`config.mk`:
```
export PLATFORM = sky130hd
export DESIGN_NAME = pipe_ctrl
export DESIGN_NICKNAME = d
export VERILOG_FILES = /design/src/rtl/pipe_ctrl_pkg.sv /design/src/rtl/pipe_wdog.sv /design/src/rtl/pipe_ctrl.sv
export SDC_FILE = /design/constraint.sdc
export NUM_CORES = 1
export LEC_CHECK = 0
export CAP_MARGIN = 15
export CORE_MARGIN = 5
export CORE_UTILIZATION = 32
export CTS_CLUSTER_SIZE = 28
export DETAILED_ROUTE_END_ITERATION = 16
export PLACE_DENSITY = 0.75
export SLEW_MARGIN = 10
export SYNTH_ARGS = -nofsm -noshare
export SYNTH_HDL_FRONTEND = slang
export SYNTH_SLANG_ARGS = --single-unit
```
`constraint.sdc`:
```
create_clock -name clk -period 5.7 [get_ports clk]
set_input_delay 1.14 -clock clk [delete_from_list [all_inputs] [get_ports clk]]
set_output_delay 1.14 -clock clk [all_outputs]
set_load 0.005 [all_outputs]
```
`src/rtl/pipe_ctrl_pkg.sv`:
```
// pipe_ctrl_pkg: shared pipeline-control defines (stall vectors, exception codes, FSM encoding)
package pipe_ctrl_pkg;
   localparam logic [31:0] ZeroWord    = 32'h0000_0000;
   localparam logic [31:0] EXC_ERET    = 32'h0000_000e;
   localparam logic [5:0]  STALL_NONE  = 6'b000000;
   localparam logic [5:0]  STALL_ID    = 6'b000111;
   localparam logic [5:0]  STALL_EX    = 6'b001111;
   localparam logic [5:0]  STALL_MEM   = 6'b011111;
   typedef enum logic [1:0] {RUN = 2'd0, STALL = 2'd1, FLUSH = 2'd2} pc_state_e;
endpackage

```
`src/rtl/pipe_wdog.sv`:
```
// pipe_wdog: counts consecutive stalled cycles and raises a sticky timeout at WD_LIMIT
// Ports: clk, rst (sync, active-high), stalled_i (stall vector non-zero), timeout_o (sticky flag)
module pipe_wdog #(
   parameter int unsigned WD_LIMIT = 1023
) (
   input  logic clk,
   input  logic rst,
   input  logic stalled_i,
   output logic timeout_o
);
   logic [31:0] run_q, run_d;
   logic        to_q, to_d;
   always_comb begin
      run_d = stalled_i ? ((run_q == 32'(WD_LIMIT)) ? run_q : run_q + 32'd1) : 32'd0;
      to_d  = to_q | (run_d == 32'(WD_LIMIT));
   end
   always_ff @(posedge clk) begin
      if (rst) begin
         run_q <= 32'd0;
         to_q  <= 1'b0;
      end else begin
         run_q <= run_d;
         to_q  <= to_d;
      end
   end
   assign timeout_o = to_q;
endmodule

```
`src/rtl/pipe_ctrl.sv`:
```
// pipe_ctrl: pipeline stall/flush controller with exception redirect and stall statistics
// Ports: clk, rst (sync, active-high); stallreq_id/ex/mem stall requests; excepttype_i, epc_i from MEM/CP0;
//        stall[5:0] freeze vector (combinational), flush + new_pc (registered redirect),
//        stall_timeout (sticky watchdog, only with PIPE_CTRL_WATCHDOG_EN), stall_cycles (saturating)
// Build option: define PIPE_CTRL_WATCHDOG_EN to include the consecutive-stall watchdog.
module pipe_ctrl
   import pipe_ctrl_pkg::*;
#(
   parameter logic [31:0]  EXC_VECTOR = 32'h0000_0020,
   parameter int unsigned  WD_LIMIT   = 1023
) (
   input  logic        clk,
   input  logic        rst,
   input  logic        stallreq_id,
   input  logic        stallreq_ex,
   input  logic        stallreq_mem,
   input  logic [31:0] excepttype_i,
   input  logic [31:0] epc_i,
   output logic [5:0]  stall,
   output logic        flush,
   output logic [31:0] new_pc,
   output logic        stall_timeout,
   output logic [31:0] stall_cycles
);
   pc_state_e   state_q, state_d;
   logic [31:0] new_pc_q, new_pc_d;
   logic [31:0] cyc_q, cyc_d;
   logic        any_req, exc_take;
   always_comb begin
      any_req  = stallreq_id | stallreq_ex | stallreq_mem;
      // exceptions are only accepted outside FLUSH, so a second one during FLUSH is dropped
      exc_take = (state_q != FLUSH) && (excepttype_i != ZeroWord);
      stall    = (state_q == FLUSH || exc_take) ? STALL_NONE :
                 stallreq_mem ? STALL_MEM :
                 stallreq_ex  ? STALL_EX  :
                 stallreq_id  ? STALL_ID  : STALL_NONE;
      state_d  = exc_take ? FLUSH : any_req ? STALL : RUN;
      new_pc_d = !exc_take ? ZeroWord : (excepttype_i == EXC_ERET) ? epc_i : EXC_VECTOR;
      cyc_d    = cyc_q + {31'd0, (stall != STALL_NONE) && (cyc_q != 32'hFFFF_FFFF)};
   end
   always_ff @(posedge clk) begin
      if (rst) begin
         state_q  <= RUN;
         new_pc_q <= ZeroWord;
         cyc_q    <= ZeroWord;
      end else begin
         state_q  <= state_d;
         new_pc_q <= new_pc_d;
         cyc_q    <= cyc_d;
      end
   end
   assign flush        = (state_q == FLUSH);
   assign new_pc       = new_pc_q;
   assign stall_cycles = cyc_q;
`ifdef PIPE_CTRL_WATCHDOG_EN
   pipe_wdog #(.WD_LIMIT(WD_LIMIT)) u_wdog (
      .clk       (clk),
      .rst       (rst),
      .stalled_i (stall != STALL_NONE),
      .timeout_o (stall_timeout)
   );
`else
   assign stall_timeout = 1'b0;
`endif
endmodule

```
Yosys cells after proc, flatten, opt, wreduce, memory -nomap -nowiden
Cells that the tools add are included.

operators by class
  reduce and logical (&&, ||, !) cells = 8
  equal/unequal tests = 4
  $add $sub $neg = 1
  multiplexer cells = 7
  bitwise operators = 4

operator list
  kind                                                                    count
  32-bit by 1-bit adder with 32-bit output                                1
  32-bit by 4-bit equality test with 1-bit output, second input constant  1
  32-bit inequality test, second input constant                           1
  32-bit nonzero test                                                     1
  5-bit 2-to-1 mux                                                        2
  6-bit 2-to-1 mux                                                        1
  6-bit nonzero test                                                      1
  4-bit 2-to-1 mux                                                        1
  2-bit OR reduction                                                      2
  3-bit 2-to-1 mux                                                        1
  3-bit OR reduction                                                      1
  2-bit equality test, second input constant                              1
  1-bit logical AND                                                       2
  2-bit 2-to-1 mux                                                        1
  2-bit inequality test, second input constant                            1
  1-bit NOT                                                               2
  1-bit OR                                                                2
  1-bit logical OR                                                        1
  1-bit 2-to-1 mux                                                        1

storage, ports and cells
  output and inout port bits = 72
  register bits after elaboration = 66
  input port bits = 69
  word-level logic and storage cells = 29

Longest topological paths before layout
  depth in word-level cells = 7
  gate-level depth with buffers = 11
  depth with buffers taken out = 10

Worst setup path after synthesis
Ideal clock, no wire load.

  kind = in2reg
  start point = input port excepttype_i[0]
  end point = register cyc_q[24] (netlist: stall_cycles[24])
  setup time = 71 ps
  setup slack = 1,945 ps
  data required time = 5,629 ps
  arrival = 3,685 ps
  cell stages on the path = 11
  buffers on the path = 1
  path through = nor4_1 -> nand4_1 -> nor4_1 -> o211a_1 -> ha_1 -> ha_1 -> nand3_1 -> or3_4 -> buf_6 -> or4_1 -> a21oi_1

between the ends
  word-level cells in the longest chain between the ends = 7

RTL lines
  item                                      line             RTL
  from (decl)                               pipe_ctrl.sv:17  input logic [31:0] excepttype_i,
  32-bit nonzero test                       pipe_ctrl.sv:32  exc_take = (state_q != FLUSH) && (excepttype_i != ZeroWord);
  1-bit logical AND                         pipe_ctrl.sv:32
  1-bit logical OR                          pipe_ctrl.sv:33  stall = (state_q == FLUSH || exc_take) ? STALL_NONE :
  5-bit 2-to-1 mux                          pipe_ctrl.sv:33
  6-bit nonzero test                        pipe_ctrl.sv:39  cyc_d = cyc_q + {31'd0, (stall != STALL_NONE) && (cyc_q != 32'hFFFF_FFFF)};
  1-bit logical AND                         pipe_ctrl.sv:39
  32-bit by 1-bit adder with 32-bit output  pipe_ctrl.sv:39
  to (signal assigned)                      pipe_ctrl.sv:45  cyc_q <= ZeroWord;
  to (signal assigned)                      pipe_ctrl.sv:49  cyc_q <= cyc_d;
  to (decl)                                 pipe_ctrl.sv:27  logic [31:0] cyc_q, cyc_d;

No other way between the ends.
A chain may end at the register's enable or synchronous reset.

Final worst setup path
  start point = input port excepttype_i[21]
  end point = output port stall[1]

between the ends
  word-level cells in the longest chain between the ends = 4

RTL lines
  item                 line             RTL
  32-bit nonzero test  pipe_ctrl.sv:32
  1-bit logical AND    pipe_ctrl.sv:32
  1-bit logical OR     pipe_ctrl.sv:33
  5-bit 2-to-1 mux     pipe_ctrl.sv:33
  to (decl)            pipe_ctrl.sv:19  output logic [5:0] stall,

No other way between the ends.

==> run summary <==
Most common cell after layout, fill and taps aside: sky130_fd_sc_hd__clkdlybuf4s50_1
Worst Setup Path Type: input pin to output pin
Clk_lat worst skew: 340 ps
Setup violators final: 0
Antenna fix cells: 0
Share of the clock period used by the worst path after layout: 79.1%
Gr busiest metal: met2
Unrepaired setup endpoints after global routing: false
DRC violation count after routing: 0
Detailed-placement wirelength estimate: 6010 um
Hold_ws: 499 ps
Setup Total Neg Slack: 0 ps
Distinct cell type count of the synthesized netlist: 38
Io pins: 141
Number of global-route vias before repair: 2,565
Initial core utilization: 32.4%
Switching power: 0.200 mW
Worst Tran Pin Value: 675 ps
Warning count from the yosys run: 0
Number of hold-slack violations in the final timing report: 0
Number of antenna violations at the first check in global routing: 0
Share of total power in the clock network: 47.7%
Required time reported for the critical path endpoint: 4560 ps
Max-cap violation count: 0
Wirelength, routed: 7690 um
DIE AREA: 0.0101 mm^2
Post-CTS resize count: 0
Number of post-CTS setup repair buffers: 0
Number of hold-repair buffers added at the cts stage: 0
TritonCTS Buffers: 9
Area of all placed cells without fillers: 0.00433 mm^2
Iter 0 DRT Violations: 59
Max_slew headroom: 55.0%
Sequential element share of the synthesized area: 50.1%
Met1 usage in global routing: 16.4%
P&R area growth vs syn: 64.2%
Number of nets in the final layout: 482
Post-synth top flop: sky130_fd_sc_hd__dfxtp_1
Clk pin slew, worst setup/hold paths: 70 ps
Result of the run: completed
Port buffer count: 138
Arrival time reported for the critical path endpoint: 3370 ps
Total clock sinks: 66
Worst vdd ir: 0.128 mV
All-Layer GR Usage: 15.5%
Floorplan row count: 33
Maximum buffer depth of the clock tree: 2
Final critical path time including I/O delays and setup: 4510 ps
Crit path capture type: output pin
First-pass GRT wire length: 12,300 um
TritonCTS clock tree: built
Worst Path Max Fanout: 4
Via density per instance: 4.89
Met3 Use GR: 8.10%
#FFs+latches synth: 66
Power density relative to cell area: 230 mW/mm^2
Fill cell instance count of the final layout: 743
Dpl cell area: 0.00409 mm^2
Proportion of layout cells with a drive suffix above 1: 6.49%
Final GP Congestion: 0.739
Proportion of power drawn by combinational gates: 5.9%
Worst min-delay path category: flop to flop
Nature of the critical path startpoint: input pin
Average detailed-routed wire length per instance: 14.8 um
Largest net degree at the start of global routing: 35
Fraction of met2 tracks used by global routing: 25.9%
Clock tree skew after final layout: 8.56 ps
EDFF count, synth: 0
Highest clock rate: 0.222 GHz
Async SR Flop Fraction: 0%
Total vias in the final route: 2,547
Post-synthesis instance area: 0.00264 mm^2
Internal power: 0.796 mW
DRT antenna net count: 0
DIE HEIGHT: 101 um
Leakage power: 1.51 nW
Number of search-and-repair iterations in the first detailed-routing pass: 4
Commonest cells after routing, fill and taps aside: sky130_fd_sc_hd__clkdlybuf4s50_1 (137), sky130_fd_sc_hd__dfxtp_1 (66), sky130_fd_sc_hd__and2_1 (34), sky130_fd_sc_hd__nor2_1 (17), sky130_fd_sc_hd__a21oi_1 (15)
GR Overflow Total: 0
Root Buffer Master: sky130_fd_sc_hd__clkbuf_8
Placeable core region: 0.00813 mm^2
Mean instance size in the synthesized netlist: 9.62 um^2
Instance count of the mapped netlist: 274
Reg power frac: 46.4%
Number of levels in the clock H-tree: 3
Switch share: 20.1%
Number of pins with negative max-slew slack in the final report: 0
Width of the chip: 101 um
[synth_stat cells, drive strengths merged (7+ instances only)]
| cell type | instances | area (um^2) |
|---|---|---|
| nor4 | 12 | 75.1 |
| or3 | 9 | 63.8 |
| and2 | 34 | 213 |
| nand3 | 12 | 60.1 |
| nand4 | 13 | 96.3 |
| dfxtp | 66 | 1320 |
| clkbuf | 8 | 30.0 |
| nand2 | 10 | 37.5 |
| or4 | 8 | 60.1 |
| xor2 | 7 | 61.3 |
| nor2 | 17 | 63.8 |
| o31ai | 7 | 52.6 |
| a21oi | 15 | 75.1 |
[through the flow]
stage / setup WS (ps) / utilization, % / instances / total power, mW
2_1_floorplan: 1940 / - / 275 / 0.482
3_3_place_gp: 1240 / 50.3 / 505 / 0.532
3_5_place_dp: 1090 / 50.3 / 505 / 0.533
4_1_cts: 1150 / 53.2 / 521 / 1.01
5_1_grt: 892 / 53.2 / 521 / 1.03
6_report: 1190 / 53.2 / 521 / 0.996
[sequential cells by signal, summed over array words and instances (netlist names)]
| name | cells |
|---|---|
| stall_cycles | 32 |
| state_q | 2 |
| new_pc | 32 |
[power groups by stage]
stage | registers [mW] | clock network (mW) | logic [mW]
6_report | 0.463 | 0.475 | 0.0585
3_3_place_gp | 0.473 | 0 | 0.0586
4_1_cts | 0.463 | 0.485 | 0.0596
3_5_place_dp | 0.473 | 0 | 0.0594
5_1_grt | 0.463 | 0.503 | 0.0627
2_1_floorplan | 0.473 | 0 | 0.00904
[routing by layer]
metal / vias to the layer above / share of wire [%]
met4: 0 / 1.6
met2: 115 / 49
met3: 9 / 13
li1: 1264 / -
met5: - / 0
met1: 1159 / 37
[cells by family (layout without fill, tap and decap cells)]
| group | count (synthesis) | after routing | synth area share [%] |
|---|---|---|---|
| AO/OA/AOI/OAI | 37 | 37 | 9.12 |
| XOR/XNOR | 13 | 13 | 4.32 |
| adder cells (fa/ha/maj) | 2 | 2 | 0.950 |
| buffers and inverters | 18 | 159 | 3.47 |
| flip-flops | 66 | 66 | 50.1 |
| multiplexers | 1 | 1 | 0.427 |
| other | 1 | 2 | 0.142 |
| AND/OR/NAND/NOR | 136 | 136 | 31.4 |
[cell type report]
class	count	area [um^2]	share of cell area, %
clock buffer	9	124	2.86
clock inverter	7	118	2.72
tap	105	131	3.04
multi-input combinational	191	1230	28.5
timing repair buffer	139	1380	32.0
inverter	4	15.0	0.347
sequential	66	1320	30.5
[path summary, 6_finish.rpt]
path / cells after the start / from / slack [ps] / end
hold reg to reg: 2 / stall_cycles[31] / 500 / stall_cycles[31]
hold / removal: 2 / stall_cycles[31] / 500 / stall_cycles[31]
setup reg to reg: 9 / state_q[1] / 2750 / stall_cycles[28]
setup / recovery: 6 / excepttype_i[21] / 1190 / stall[1]
[critical path, cell delays in order]
cell	delay, ps
sky130_fd_sc_hd__clkdlybuf4s50_1	400
sky130_fd_sc_hd__nor4_1	310
sky130_fd_sc_hd__nand4_1	260
sky130_fd_sc_hd__nor4_1	490
sky130_fd_sc_hd__and2_1	250
sky130_fd_sc_hd__clkdlybuf4s50_1	520
Power figures use the tool's default switching activity.
